### config.mk
export PLATFORM = sky130hd
export DESIGN_NAME = stepper_scan_sequencer
export DESIGN_NICKNAME = d
export VERILOG_FILES = /design/src/rtl/stepper_scan_sequencer.sv
export SDC_FILE = /design/constraint.sdc
export NUM_CORES = 1
export LEC_CHECK = 0
export ABC_AREA = 0
export ABC_CLOCK_PERIOD_IN_PS = 13800
export BUFFER_PORTS_ARGS = -buffer_cell sky130_fd_sc_hd__buf_4
export CORE_MARGIN = 2
export CORE_UTILIZATION = 50
export CTS_BUF_LIST = sky130_fd_sc_hd__clkbuf_16
export CTS_CLUSTER_SIZE = 25
export DETAILED_ROUTE_END_ITERATION = 16
export GPL_TIMING_DRIVEN = 1
export PLACE_DENSITY_LB_ADDON = 0.3
export RECOVER_POWER = 25
export REMOVE_ABC_BUFFERS = 1
export SYNTH_ARGS = -nofsm -noshare
export SYNTH_HDL_FRONTEND = slang
export SYNTH_SLANG_ARGS = --single-unit
### constraint.sdc
create_clock -name avs_clk -period 13.8 [get_ports avs_clk]
set_input_delay 4.14 -clock avs_clk [delete_from_list [all_inputs] [get_ports avs_clk]]
set_output_delay 4.14 -clock avs_clk [all_outputs]
set_load 0.03 [all_outputs]
### src/rtl/stepper_scan_sequencer.sv
// Autonomous rangefinder scan engine. The CPU configures it through an Avalon-MM
// slave. It then drives stepper_controller as an Avalon-MM master. For each point
// it makes one limited move, dwells, triggers a measurement and waits for it.
module stepper_scan_sequencer #(
  parameter logic [31:0] TIMEOUT_CYCLES = 32'd200000000,
  parameter logic [31:0] DIV_RESET      = 32'd100000
) (
  input  logic        avs_clk,
  input  logic        avs_reset,
  input  logic        avs_cs,
  input  logic [2:0]  avs_address,
  input  logic        avs_write,
  input  logic [31:0] avs_writedata,
  input  logic        avs_read,
  output logic [31:0] avs_readdata,
  output logic        avm_cs,
  output logic [1:0]  avm_address,
  output logic        avm_write,
  output logic [31:0] avm_writedata,
  output logic        avm_read,
  input  logic [31:0] avm_readdata,
  output logic        meas_trigger,
  input  logic        meas_done,
  output logic        scan_irq
);

  typedef enum logic [3:0] {
    ST_IDLE, ST_WR_DIV, ST_WR_DIST, ST_RD_POS, ST_CAP_POS, ST_WR_START, ST_POLL_RD,
    ST_POLL_CHK, ST_DWELL, ST_TRIG, ST_WAIT_MEAS, ST_NEXT, ST_ABORT
  } state_t;

  state_t      state_reg, state_next;
  logic [31:0] speed_reg, step_dist_reg, num_points_reg, dwell_reg;
  logic [31:0] point_cnt_reg, last_pos_reg, target_reg, timeout_cnt_reg, dwell_cnt_reg;
  logic        dir_reg, busy_reg, done_reg, error_reg;
  logic        start_scan, set_done, set_error;
  logic [31:0] rd_mux;

  logic        wr_en, ctrl_wr, status_wr, start_req, abort_req, poll_match, timeout_hit;
  logic        polling_now, polling_next;
  logic [31:0] point_cnt_inc;

  assign wr_en         = avs_cs & avs_write;
  assign ctrl_wr       = wr_en & (avs_address == 3'd0);
  assign status_wr     = wr_en & (avs_address == 3'd1);
  assign start_req     = ctrl_wr & avs_writedata[0];
  assign abort_req     = ctrl_wr & ~avs_writedata[0] &
                         (state_reg != ST_IDLE) & (state_reg != ST_ABORT);
  assign poll_match    = (avm_readdata == target_reg);
  assign timeout_hit   = ((timeout_cnt_reg + 32'd1) >= TIMEOUT_CYCLES);
  assign point_cnt_inc = point_cnt_reg + 32'd1;
  assign polling_now   = (state_reg == ST_POLL_RD) | (state_reg == ST_POLL_CHK);
  assign polling_next  = (state_next == ST_POLL_RD) | (state_next == ST_POLL_CHK);
  assign scan_irq      = done_reg | error_reg;

  // State register
  always_ff @(posedge avs_clk or posedge avs_reset) begin
    if (avs_reset) state_reg <= ST_IDLE;
    else           state_reg <= state_next;
  end

  // Next-state logic; the master access is decoded purely from the current state
  always_comb begin
    state_next    = state_reg;
    avm_cs        = 1'b0;
    avm_address   = 2'd0;
    avm_write     = 1'b0;
    avm_read      = 1'b0;
    avm_writedata = 32'd0;
    meas_trigger  = 1'b0;
    start_scan    = 1'b0;
    set_done      = 1'b0;
    set_error     = 1'b0;
    case (state_reg)
      ST_IDLE: begin
        if (start_req) begin
          if (num_points_reg == 32'd0) begin
            set_done = 1'b1;
          end else begin
            start_scan = 1'b1;
            state_next = ST_WR_DIV;
          end
        end
      end
      ST_WR_DIV: begin
        avm_cs = 1'b1; avm_write = 1'b1; avm_address = 2'd2; avm_writedata = speed_reg;
        state_next = ST_WR_DIST;
      end
      ST_WR_DIST: begin
        avm_cs = 1'b1; avm_write = 1'b1; avm_address = 2'd3; avm_writedata = step_dist_reg;
        state_next = ST_RD_POS;
      end
      ST_RD_POS: begin
        avm_cs = 1'b1; avm_read = 1'b1; avm_address = 2'd1;
        state_next = ST_CAP_POS;
      end
      ST_CAP_POS: state_next = ST_WR_START;
      ST_WR_START: begin
        avm_cs = 1'b1; avm_write = 1'b1; avm_address = 2'd0;
        avm_writedata = {29'd0, dir_reg, 1'b1, 1'b1};
        state_next = ST_POLL_RD;
      end
      ST_POLL_RD: begin
        avm_cs = 1'b1; avm_read = 1'b1; avm_address = 2'd1;
        state_next = ST_POLL_CHK;
      end
      ST_POLL_CHK: begin
        if (poll_match) begin
          state_next = ST_DWELL;
        end else if (timeout_hit) begin
          set_error  = 1'b1;
          state_next = ST_ABORT;
        end else begin
          state_next = ST_POLL_RD;
        end
      end
      ST_DWELL: if (dwell_cnt_reg >= dwell_reg) state_next = ST_TRIG;
      ST_TRIG: begin
        meas_trigger = 1'b1;
        state_next   = ST_WAIT_MEAS;
      end
      ST_WAIT_MEAS: if (meas_done) state_next = ST_NEXT;
      ST_NEXT: begin
        if (point_cnt_inc == num_points_reg) begin
          set_done   = 1'b1;
          state_next = ST_IDLE;
        end else begin
          state_next = ST_WR_DIV;
        end
      end
      ST_ABORT: begin
        avm_cs = 1'b1; avm_write = 1'b1; avm_address = 2'd0; avm_writedata = 32'd0;
        state_next = ST_IDLE;
      end
      default: state_next = ST_IDLE;
    endcase
    // A CPU abort overrides whatever the current state decided this cycle
    if (abort_req) begin
      state_next = ST_ABORT;
      set_done   = 1'b0;
      set_error  = 1'b0;
    end
  end

  // Slave read mux
  always_comb begin
    rd_mux = 32'd0;
    case (avs_address)
      3'd0: rd_mux = {30'd0, dir_reg, busy_reg};
      3'd1: rd_mux = {29'd0, error_reg, done_reg, busy_reg};
      3'd2: rd_mux = speed_reg;
      3'd3: rd_mux = step_dist_reg;
      3'd4: rd_mux = num_points_reg;
      3'd5: rd_mux = dwell_reg;
      3'd6: rd_mux = point_cnt_reg;
      3'd7: rd_mux = last_pos_reg;
      default: rd_mux = 32'd0;
    endcase
  end

  // Configuration, status and scan datapath registers
  always_ff @(posedge avs_clk or posedge avs_reset) begin
    if (avs_reset) begin
      speed_reg       <= DIV_RESET;
      step_dist_reg   <= 32'd0;
      num_points_reg  <= 32'd0;
      dwell_reg       <= 32'd0;
      dir_reg         <= 1'b0;
      busy_reg        <= 1'b0;
      done_reg        <= 1'b0;
      error_reg       <= 1'b0;
      point_cnt_reg   <= 32'd0;
      last_pos_reg    <= 32'd0;
      target_reg      <= 32'd0;
      timeout_cnt_reg <= 32'd0;
      dwell_cnt_reg   <= 32'd0;
      avs_readdata    <= 32'd0;
    end else begin
      busy_reg <= (state_next != ST_IDLE);

      // Setting a sticky flag wins over a simultaneous CPU clear
      if (set_done)                             done_reg <= 1'b1;
      else if (status_wr && avs_writedata[1])   done_reg <= 1'b0;
      if (set_error)                            error_reg <= 1'b1;
      else if (status_wr && avs_writedata[2])   error_reg <= 1'b0;

      // Configuration is frozen for the duration of a scan
      if (wr_en && !busy_reg) begin
        case (avs_address)
          3'd0: dir_reg        <= avs_writedata[1];
          3'd2: speed_reg      <= avs_writedata;
          3'd3: step_dist_reg  <= avs_writedata;
          3'd4: num_points_reg <= avs_writedata;
          3'd5: dwell_reg      <= avs_writedata;
          default: ;
        endcase
      end

      if (start_scan)                               point_cnt_reg <= 32'd0;
      else if (state_reg == ST_NEXT && !abort_req)  point_cnt_reg <= point_cnt_inc;

      // Target wraps modulo 2^32 by construction
      if (state_reg == ST_CAP_POS && !abort_req)
        target_reg <= dir_reg ? (avm_readdata + step_dist_reg) : (avm_readdata - step_dist_reg);

      if (state_reg == ST_POLL_CHK && poll_match && !abort_req)
        last_pos_reg <= avm_readdata;

      if (polling_now && polling_next) timeout_cnt_reg <= timeout_cnt_reg + 32'd1;
      else                             timeout_cnt_reg <= 32'd0;

      if (state_reg == ST_DWELL) dwell_cnt_reg <= dwell_cnt_reg + 32'd1;
      else                       dwell_cnt_reg <= 32'd0;

      if (avs_cs && avs_read) avs_readdata <= rd_mux;
    end
  end

endmodule

### Yosys cells after proc, flatten, opt, wreduce, memory -nomap -nowiden

Cells that the tools add are included.

* $add $sub $neg: 5
* multiply operators: 0
* div/mod/pow operators: 0
* magnitude comparators: 2
* equality and inequality tests: 24
* shift operators: 0
* muxes and demuxes: 37
* bitwise gates (word level): 11
* reductions and logical operators: 27

Operators with widths (number)
* one-hot mux 32 bit (8 select lines): 1
* two-way mux 32 bit: 5
* adder 32 x 1 -> 32 bit (second input constant): 3
* one-hot mux 32 bit (3 select lines): 1
* equality test 32 bit: 2
* one-hot mux 4 bit (12 select lines): 1
* adder 32 bit: 1
* >= comparator 32 x 28 -> 1 bit (second input constant): 1
* >= comparator 32 bit: 1
* zero test 32 bit: 1
* subtractor 32 bit: 1
* two-way mux 4 bit: 7
* equality test 4 x 3 -> 1 bit (second input constant): 6
* equality test 4 bit (second input constant): 5
* two-way mux 1 bit: 20
* equality test 3 bit (second input constant): 4
* AND reduction 2 bit: 5
* logical AND 1 bit: 9
* equality test 4 x 2 -> 1 bit (second input constant): 2
* nonzero test 4 bit: 2
* AND 1 bit: 7
* equality test 3 x 2 -> 1 bit (second input constant): 2
* one-hot mux 2 bit (3 select lines): 1
* nonzero test 2 bit: 3
* 12 further kinds: 15

* flip-flop bits (word level): 328
* latch bits: 0
* memory bits (writable): 0
* memory bits (read-only): 0
* input bits: 73
* output and inout port bits: 71
* logic and storage cells: 121
* memories kept: 0

### Logic depth before layout (Yosys ltp)

Gate-level depths: netlist of run 1.

* depth in word-level cells: 10
* gate-level depth with buffers: 20
* depth with buffers taken out: 20

### Worst setup path before layout of run 1

Ideal clock, no wire load.

* kind: in2reg
* start point: in avm_readdata[0]
* end point: reg target_reg[30]
* data arrival time: 6646 ps
* required time: 13717 ps
* slack: 7072 ps
* stages on the path: 12
* buffers on the path: 0
* cells stage by stage: ha_1 -> fa_1 -> a211oi_1 -> o21ai_0 -> a32oi_1 -> o21ba_2 -> o21ai_0 -> a211o_1 -> a21o_1 -> a41o_1 -> o311a_1 -> o21ai_0

* cells in the longest elaborated chain, start to end: 2
* elaborated cells between the ends (all ways): 3

Ends and longest elaborated chain
* start, declared: line 21 `input logic [31:0] avm_readdata,`
* subtractor 32 bit / adder 32 bit (equally long branches): line 204 `target_reg <= dir_reg ? (avm_readdata + step_dist_reg) : (avm_readdata - step_dist_reg);`
* two-way mux 32 bit *: line 204
* end signal, assigned: line 204
* end, declared: line 34 `logic [31:0] point_cnt_reg, last_pos_reg, target_reg, timeout_cnt_reg, dwell_cnt_reg;`

Every way passes the cells marked *; elsewhere a longest branch is shown, timed or not.
A chain may end at the register's enable or synchronous reset.

==> results of run 1 <==
==> cells by family after synthesis <==
kind of cell,Yosys count,synth area share
simple gates,620,0.156
compound gates,499,0.170
flops,328,0.425
xor+xnor,190,0.0861
buf+inv,171,0.0348
mux,141,0.0828
fa+ha+maj,69,0.0449
==> cells in the final DEF, fill, tap and decap left out, types with 39 or more instances in the layout <==
cell       synthesis  routed
a21oi_1           79      79
xnor2_1          112     112
nand2_1          195     194
dfrtp_1          322     322
clkbuf_16          0      39
a22o_1            48      48
nor2_1           160     153
buf_4              0     160
ha_1              67      67
nand4_1           43      43
inv_1             62      68
mux2_2           131     131
xor2_1            78      78
nand3_1           49      49
o21ai_0          180     180
==> how the worst max path moves through the flow <==
| stage | from | to | slack, ns |
|---|---|---|---|
| 2_1_floorplan | avs_reset | avs_readdata[0]$_DFFE_PP0P_ | 0.59 |
| 3_5_place_dp | avm_readdata[0] | target_reg[30]$_DFFE_PP0P_ | 6.45 |
| 4_1_cts | state_reg[3]$_DFF_PP0_ | avm_writedata[11] | 7.02 |
| 5_1_grt | avs_reset | dwell_cnt_reg[23]$_DFF_PP0_ | 5.69 |
| 3_3_place_gp | avm_readdata[0] | target_reg[30]$_DFFE_PP0P_ | 6.48 |
| 6_report | avs_reset | dwell_cnt_reg[25]$_DFF_PP0_ | 6.46 |
==> stage by stage <==
| step | util | area (µm²) | hold slack (ns) | power [mW] |
|---|---|---|---|---|
| floorplan | - | 18900 | 0.455 | 1.57 |
| global placement | 0.543 | 20800 | 0.466 | 1.78 |
| detailed placement | 0.543 | 20800 | 0.475 | 1.80 |
| CTS | 0.576 | 22100 | 0.490 | 2.84 |
| global route | 0.576 | 22100 | 0.508 | 2.96 |
| finish | 0.576 | 22100 | 0.485 | 2.83 |
==> final cells by class <==
| class | instances | area [µm²] |
|---|---|---|
| well taps | 518 | 648 |
| fillers | 3412 | 16300 |
| flip-flops and latches | 328 | 8220 |
| multi-input cells | 1519 | 10500 |
| inverters | 62 | 234 |
| repair buffers | 163 | 1230 |
| clock inverters | 32 | 293 |
| clock buffers | 39 | 976 |
==> tightest hold or removal path, cell delays in order, from the launching register on <==
cell and delay [ns]:
dfrtp_1 0.34, nand2_1 0.05, o21ai_0 0.06
==> where the power goes <==
part,internal [mW],total (mW),switching (mW)
sequential,1.06,1.16,0.100
clock,0.611,1.04,0.432
combinational,0.254,0.627,0.373
total,1.93,2.83,0.906
==> layer usage <==
layer	GRT usage	part of all wire	vias up
met5	0	0	-
met4	0.116	0.040	0
met3	0.0471	0.068	134
met2	0.464	0.46	628
met1	0.398	0.43	8073
li1	-	-	7501
==> impl_metrics.ini, run 1 <==
[critical_path]
cp.required_ns = 14.32
critPathTopFamily = buffers and inverters
cp-start-kind = input pin
rr_startpoint = step_dist_reg[6]$_DFFE_PP0P_
r2r_slack_ns = 8.60
path_cells = clkbuf_4 > clkinvlp_2 > buf_12
cp_slowest_cell = clkinvlp_2
critPathMaxStageDelay_ns = 2.68
critPathArrivalTime_ns = 7.87
worstPathMaxFanout = 168
regToRegEndpoint = target_reg[29]$_DFFE_PP0P_
cp.depth = 3
reg2reg_depth = 17
critPathKind = in2async
crit_buf_inv = 3
end_kind = async pin

[outcome]
violations = capacitance limit, slew limit
status = finished, violations left

[hold_path]
holdPathEnd = avs_readdata[21]$_DFFE_PP0P_
holdCritPathClass = reg2reg
hp-start = avs_readdata[21]$_DFFE_PP0P_
hold_path_depth = 2

[yosys]
synth_edf_count = 0
synth_common_cells = 322 x dfrtp_1, 195 x nand2_1, 180 x o21ai_0
ys.warnings.count = 0
ys_seq_area_frac = 0.425
synth_top_flop_cell = dfrtp_1
synthCells = 2018
synth.cell_area_mm2 = 0.0193
synth_cell_type_count = 75
async_flop_share = 1.00
synth.top_cell.area_share = 0.417
avgSynthCellArea_um2 = 9.58
yosys.area.top_type = dfrtp_1
synth.most_common_cell = dfrtp_1
synthTopCellsByArea = dfrtp_1 42%, mux2_2 7.6%, xnor2_1 5.1%
ys_ff_latch = 328

[power_and_ir_drop]
power_leakage_nw = 10.1
irDropWorstVdd_uv = 94.1
powerDensity_mw_per_mm2 = 128

[sta]
drv_slew = 109
worst_slack_ns = 6.46
min_period_over_period = 0.532
setup-violations-final = 0
hold_viol_final = 0
min_period_ns = 7.34
rsz0062_at_grt = no
finalClockSkew_ns = 0.0223
worst_slew_pin_slew_ns = 4.90
max_slew_margin = -2.29
fin_setup_tns_ns = 0
fmax_ghz = 0.136

[route]
avgViaCountPerCell = 6.14
ant_nets = 0
detail_route.iter0.violations = 1579
drt-pass1-iter-count = 6
num_vias = 16300
wl_um = 59000
wl_per_cell_um = 22.2
drc_errors = 0

[clock_network]
clock-sinks = 328
clk_path_buf_depth = 3
postCtsHoldBufs = 0
cts_buffers = 39
cts_resized = 0
cts-htree-levels = 2
cts-root-buf = clkbuf_16
clkLatencyLatePin_ns = 0.57
postCtsSetupBuffers = 0
cts_tree = yes
path_clk_slew_ns = 0.06

[place]
portBuffers = 143
dp.cells = 2590
hpwl_um = 42300
dp_slack_ns = 6.45
place_congestion = 0.929

[global_route]
grt_antenna_before_repair = 0
grt_pass1_vias = 16000
grt-ovfl-total = 0
grt_pass1_wl_um = 91800
grt_use_total = 0.291
grt_max_degree = 169

[layout]
syn_to_final_growth_pct = 14.3
antenna_cells = 0
drive_gt1_frac = 0.186
final_cell_count_no_fill = 2661
nets = 2254

[die]
floorplan.die.height_um = 201
num_rows = 72
core_area_mm2 = 0.0384
dieArea_mm2 = 0.0402
io_pins = 144
die_w_um = 201
start_util = 0.504

[job]
drv_cap = 1
(Power assumes the default switching activity.)
==> inputs of run 2 (changes only) <==
--- a/config.mk
+++ b/config.mk
@@ -5,8 +5,8 @@
 export SDC_FILE = /design/constraint.sdc
 export NUM_CORES = 1
 export LEC_CHECK = 0
-export ABC_AREA = 0
-export ABC_CLOCK_PERIOD_IN_PS = 13800
+export ABC_AREA = 1
+export ABC_CLOCK_PERIOD_IN_PS = 6900
 export BUFFER_PORTS_ARGS = -buffer_cell sky130_fd_sc_hd__buf_4
 export CORE_MARGIN = 2
 export CORE_UTILIZATION = 50
==> constraint.sdc (replaced) <==
create_clock -name avs_clk -period 6.9 [get_ports avs_clk]
set_input_delay 2.07 -clock avs_clk [delete_from_list [all_inputs] [get_ports avs_clk]]
set_output_delay 2.07 -clock avs_clk [all_outputs]
set_load 0.03 [all_outputs]
==> impl_metrics.ini, run 2 <==
[global_route]
grt_pass1_vias = 18700
grt-ovfl-total = 0
grt_use_total = 0.342
grt_max_degree = 107
grt_pass1_wl_um = 109000
grt_antenna_before_repair = 1

[yosys]
synth_top_family_by_area = simple AND/OR/NAND/NOR gates
ys_seq_area_frac = 0.405
synth_cell_type_count = 60
ys.warnings.count = 0
synth.most_common_cell = nand2_1
avgSynthCellArea_um2 = 7.37
synth.mux.area_fraction = 0.0105
synth_common_cells = 710 x nand2_1, 357 x inv_1, 322 x dfrtp_1
synth.top_cell.area_share = 0.397
synthXorXnorAreaFrac = 0.0415
synthSimpleGateAreaFrac = 0.267
synth.cell_area_mm2 = 0.0203
synthCells = 2753
synthTopCellsByArea = dfrtp_1 40%, nand2_1 13%, inv_1 6.6%
synth_fa_ha_area_frac = 0.0423
async_flop_share = 1.00
yosys.area.top_type = dfrtp_1
synth_edf_count = 0
synth_compound_area_frac = 0.152
ys_ff_latch = 328
synth_top_flop_cell = dfrtp_1

[die]
num_rows = 73
core_area_mm2 = 0.0399
floorplan.die.height_um = 205
start_util = 0.509
dieArea_mm2 = 0.0422
die_w_um = 205
io_pins = 144

[sta]
max_slew_margin = -0.437
drv_slew = 85
worst_slew_pin_slew_ns = 2.16
fmax_ghz = 0.176
worst_slack_ns = 1.22
finalClockSkew_ns = 0.0204
setup-violations-final = 0
hold_viol_final = 0
rsz0062_at_grt = no
min_period_ns = 5.68
hold-worst-slack_ns = 0.479
min_period_over_period = 0.824

[critical_path]
startpoint = state_reg[2]$_DFF_PP0_
path_cells = nor2_2 > inv_1 > nor2_1 > inv_1 > o21ai_0 > buf_4
end_kind = output pin
rr_startpoint = step_dist_reg[0]$_DFFE_PP0P_
cp_slowest_cell = inv_1
worstPathMaxFanout = 29
crit_buf_inv = 3
critPathTopFamily = buffers and inverters
critPathMaxStageDelay_ns = 0.69
cp_common_cell = inv_1
critPathArrivalTime_ns = 3.61
cp-start-kind = register
critPathKind = reg2out
cp.required_ns = 4.83

[power_and_ir_drop]
irDropWorstVdd_uv = 203
finalPower_mw = 9.40
power_leakage_nw = 11.3
powerDensity_mw_per_mm2 = 405

[route]
drc_errors = 0
wl_per_cell_um = 20.7
num_vias = 19600
ant_nets = 0
detail_route.iter0.violations = 1824
drt-pass1-iter-count = 6
avgViaCountPerCell = 5.71
wl_um = 71000

[clock_network]
clock-sinks = 328
clk_path_buf_depth = 3
cts_buffers = 39
postCtsHoldBufs = 0
postCtsSetupBuffers = 0
cts-root-buf = clkbuf_16
cts-htree-levels = 2
clkLatencyLatePin_ns = 0.57
cts_resized = 0
path_clk_slew_ns = 0.06
cts_tree = yes

[layout]
nets = 3017
drive_gt1_frac = 0.108
final_cell_count_no_fill = 3431
fillers = 3720
syn_to_final_growth_pct = 14.3
final_common_cell = nand2_1
most-common-layout-cells = 706 x nand2_1, 360 x inv_1, 322 x dfrtp_1
final_core_util = 0.581

[hold_path]
holdCritPathClass = reg2reg
hp-start = timeout_cnt_reg[0]$_DFF_PP0_

[job]
drv_cap = 1

[place]
dp.cells = 3360
portBuffers = 143
dp_slack_ns = 1.86
place_congestion = 0.985
hpwl_um = 54600

[outcome]
violations = capacitance limit, slew limit
status = finished, violations left
==> run 2: logic make-up (layout without fill, tap and decap cells) <==
kind of cell	Yosys count	in the layout
other	0	1
buffers and inverters	440	592
AND/OR/NAND/NOR	1262	1262
XOR/XNOR	93	93
adder cells (fa/ha/maj)	68	68
flip-flops	328	328
multiplexers	19	19
AO/OA/AOI/OAI	543	543
==> run 2: path summary, 6_finish.rpt <==
kind                                                 to  slack, ns  depth (start not counted)
min in group asynchronous   avs_readdata[2]$_DFFE_PP0P_       1.67                          2
min                        timeout_cnt_reg[0]$_DFF_PP0_       0.48                          1
max                                   avm_writedata[21]       1.22                          6
max in group asynchronous    target_reg[27]$_DFFE_PP0P_       2.62                          3
max reg2reg                  target_reg[28]$_DFFE_PP0P_       2.52                         21
min reg2reg                timeout_cnt_reg[0]$_DFF_PP0_       0.48                          1
==> run 2: through the flow <==
step                instance area [µm²]   TNS, ns
floorplan                         20000  -1376.12
detailed placement                21900         0
finish                            23200         0
global placement                  21900         0
global route                      23200         0
CTS                               23200         0
==> run 2: final cells by class <==
type	count	area [µm²]	area share
Timing Repair Buffer	160	1200	0.0519
Inverter	362	1370	0.0589
Antenna cell	1	2.50	0.000108
Sequential cell	328	8220	0.354
Clock buffer	41	1030	0.0442
Multi-Input combinational cell	1985	10400	0.449
Tap cell	525	657	0.0283
Clock inverter	29	318	0.0137
==> run 2: layer usage <==
| metal | up-vias | global-route usage | share of wire |
|---|---|---|---|
| li1 | 9310 | - | - |
| met1 | 9409 | 0.479 | 0.44 |
| met2 | 782 | 0.543 | 0.46 |
| met3 | 107 | 0.0559 | 0.078 |
| met4 | 0 | 0.105 | 0.029 |
| met5 | - | 0 | 0 |
==> run 2: power breakdown <==
group / internal [mW] / total [mW] / leakage (nW) / switching, mW
sequential: 2.22 / 2.56 / 4.30 / 0.332
combinational: 1.55 / 4.63 / 6.36 / 3.07
clock: 1.34 / 2.22 / 0.668 / 0.879
==> inputs of run 3 (changes only) <==
--- a/config.mk
+++ b/config.mk
@@ -6,7 +6,7 @@
 export NUM_CORES = 1
 export LEC_CHECK = 0
 export ABC_AREA = 1
-export ABC_CLOCK_PERIOD_IN_PS = 6900
+export ABC_CLOCK_PERIOD_IN_PS = 5950
 export BUFFER_PORTS_ARGS = -buffer_cell sky130_fd_sc_hd__buf_4
 export CORE_MARGIN = 2
 export CORE_UTILIZATION = 50
==> constraint.sdc (replaced) <==
create_clock -name avs_clk -period 5.95 [get_ports avs_clk]
set_input_delay 1.785 -clock avs_clk [delete_from_list [all_inputs] [get_ports avs_clk]]
set_output_delay 1.785 -clock avs_clk [all_outputs]
set_load 0.03 [all_outputs]
==> impl_metrics.ini, run 3 (synthesized netlist as in run 2, its figures left out) <==
[critical_path]
cp.required_ns = 4.16
worstPathMaxFanout = 29
cp_slowest_cell = inv_1
critPathTopFamily = buffers and inverters
path_cells = nor2_2 > inv_1 > nor2_1 > inv_1 > o21ai_0 > buf_4
cp_common_cell = inv_1
critPathMaxStageDelay_ns = 0.65
end_kind = output pin
cp-start-kind = register
critPathKind = reg2out
crit_buf_inv = 3
critPathArrivalTime_ns = 3.48

[outcome]
status = finished, violations left
violations = capacitance limit, slew limit

[global_route]
grt_pass1_wl_um = 107000
grt_use_total = 0.334
grt_max_degree = 103
grt-ovfl-total = 0
grt_pass1_vias = 18700
grt_antenna_before_repair = 0

[clock_network]
cts_resized = 0
path_clk_slew_ns = 0.06
postCtsHoldBufs = 0
cts_tree = yes
clkLatencyLatePin_ns = 0.57
clock-sinks = 328
clk_path_buf_depth = 3
cts-root-buf = clkbuf_16
cts-htree-levels = 2
postCtsSetupBuffers = 0
cts_buffers = 39

[layout]
antenna_cells = 0
nets = 3018
fillers = 3756
drive_gt1_frac = 0.107
final_common_cell = nand2_1
multiInputGateArea_mm2 = 0.0104
final_core_util = 0.581
ff_latch_area_mm2 = 0.00822
most-common-layout-cells = 706 x nand2_1, 368 x inv_1, 322 x dfrtp_1
syn_to_final_growth_pct = 14.2

[sta]
hold-worst-slack_ns = 0.466
fmax_ghz = 0.190
rsz0062_at_grt = no
setup-violations-final = 0
min_period_over_period = 0.884
finalClockSkew_ns = 0.0169
drv_slew = 199
min_period_ns = 5.26
worst_slew_pin_slew_ns = 2.62
max_slew_margin = -0.746
hold_viol_final = 0

[die]
start_util = 0.509
floorplan.die.height_um = 205
dieArea_mm2 = 0.0422
core_area_mm2 = 0.0399
io_pins = 144
die_w_um = 205
num_rows = 73

[power_and_ir_drop]
irDropWorstVdd_uv = 259
pwr-share-seq = 0.272
powerDensity_mw_per_mm2 = 469
sw_frac_of_total = 0.456
power_switching_mw = 4.96
p_int_mw = 5.93
finalPower_mw = 10.9
power_leakage_nw = 11.3
power_frac_comb = 0.494
pwr-share-clk = 0.234

[place]
place_congestion = 0.974
hpwl_um = 54200
portBuffers = 143

[job]
drv_cap = 2

[route]
num_vias = 19600
ant_nets = 0
detail_route.iter0.violations = 2047
drt-pass1-iter-count = 6
avgViaCountPerCell = 5.72
wl_um = 70000
wl_per_cell_um = 20.4
drc_errors = 0

[hold_path]
holdCritPathClass = reg2reg
## run 3: changes by cell type in the layout (fill, tap and decap cells not counted), sizes merged
| cell | before | now |
|---|---|---|
| clkbuf | 44 | 45 |
| clkinv | 19 | 14 |
| clkinvlp | 3 | 0 |
| diode | 1 | 0 |
| inv | 362 | 371 |
## run 3: final timing paths
path / startpoint / end / slack, ns / cells after the start
min in group asynchronous: avs_reset / avs_readdata[5]$_DFFE_PP0P_ / 1.37 / 2
worst max register to register: step_dist_reg[0]$_DFFE_PP0P_ / target_reg[25]$_DFFE_PP0P_ / 1.74 / 19
worst min-delay path: timeout_cnt_reg[0]$_DFF_PP0_ / timeout_cnt_reg[0]$_DFF_PP0_ / 0.47 / 1
worst max-delay path: state_reg[2]$_DFF_PP0_ / avm_writedata[18] / 0.69 / 6
worst min register to register: timeout_cnt_reg[0]$_DFF_PP0_ / timeout_cnt_reg[0]$_DFF_PP0_ / 0.47 / 1
max in group asynchronous: avs_reset / target_reg[25]$_DFFE_PP0P_ / 1.60 / 3
## run 3: through the flow
step | setup WS, ns | area (µm²) | cells | setup TNS, ns
5_1_grt | 0.517 | 23200 | 3432 | 0
4_1_cts | 0.700 | 23200 | 3432 | 0
3_3_place_gp | 1.30 | 21900 | 3361 | 0
3_5_place_dp | 1.30 | 21900 | 3361 | 0
2_1_floorplan | -4.91 | 20000 | 2675 | -1594.24
6_report | 0.689 | 23200 | 3432 | 0
## run 3: worst reg2reg max path, stage by stage (launching register included)
cell	delay [ns]
dfrtp_1	0.40
inv_1	0.14
ha_1	0.19
nand3_1	0.11
nor2_1	0.22
nand4_1	0.18
nor4_1	0.66
nand2_1	0.21
o21ai_0	0.25
xor2_1	0.21
ha_1	0.31
nand2_1	0.15
nor2_1	0.08
inv_1	0.07
nor2_1	0.05
a221oi_1	0.30
nand2_1	0.11
or2_2	0.28
nand3_1	0.06
o21ai_0	0.09
## run 3: final cells by class
| type | instances | area share |
|---|---|---|
| Clock buffer | 41 | 0.0442 |
| Multi-Input combinational cell | 1985 | 0.449 |
| Clock inverter | 30 | 0.0133 |
| Sequential cell | 328 | 0.354 |
| Timing Repair Buffer | 161 | 0.0516 |
| Inverter | 362 | 0.0589 |
| Tap cell | 525 | 0.0283 |
## run 3: power by group through the flow
stage	combinational (mW)	sequential [mW]	clock, mW
floorplan	3.80	2.90	0
global placement	5.21	2.97	0
detailed placement	5.27	2.98	0
CTS	5.30	2.94	2.57
global route	6.02	3.00	2.67
finish	5.38	2.96	2.54
## run 3: metal layers
metal | vias to the layer above | GRT usage | part of all wire
met5 | - | 0 | 0
met3 | 127 | 0.0469 | 0.072
met2 | 807 | 0.530 | 0.46
met1 | 9411 | 0.467 | 0.44
met4 | 0 | 0.114 | 0.032
li1 | 9295 | - | -
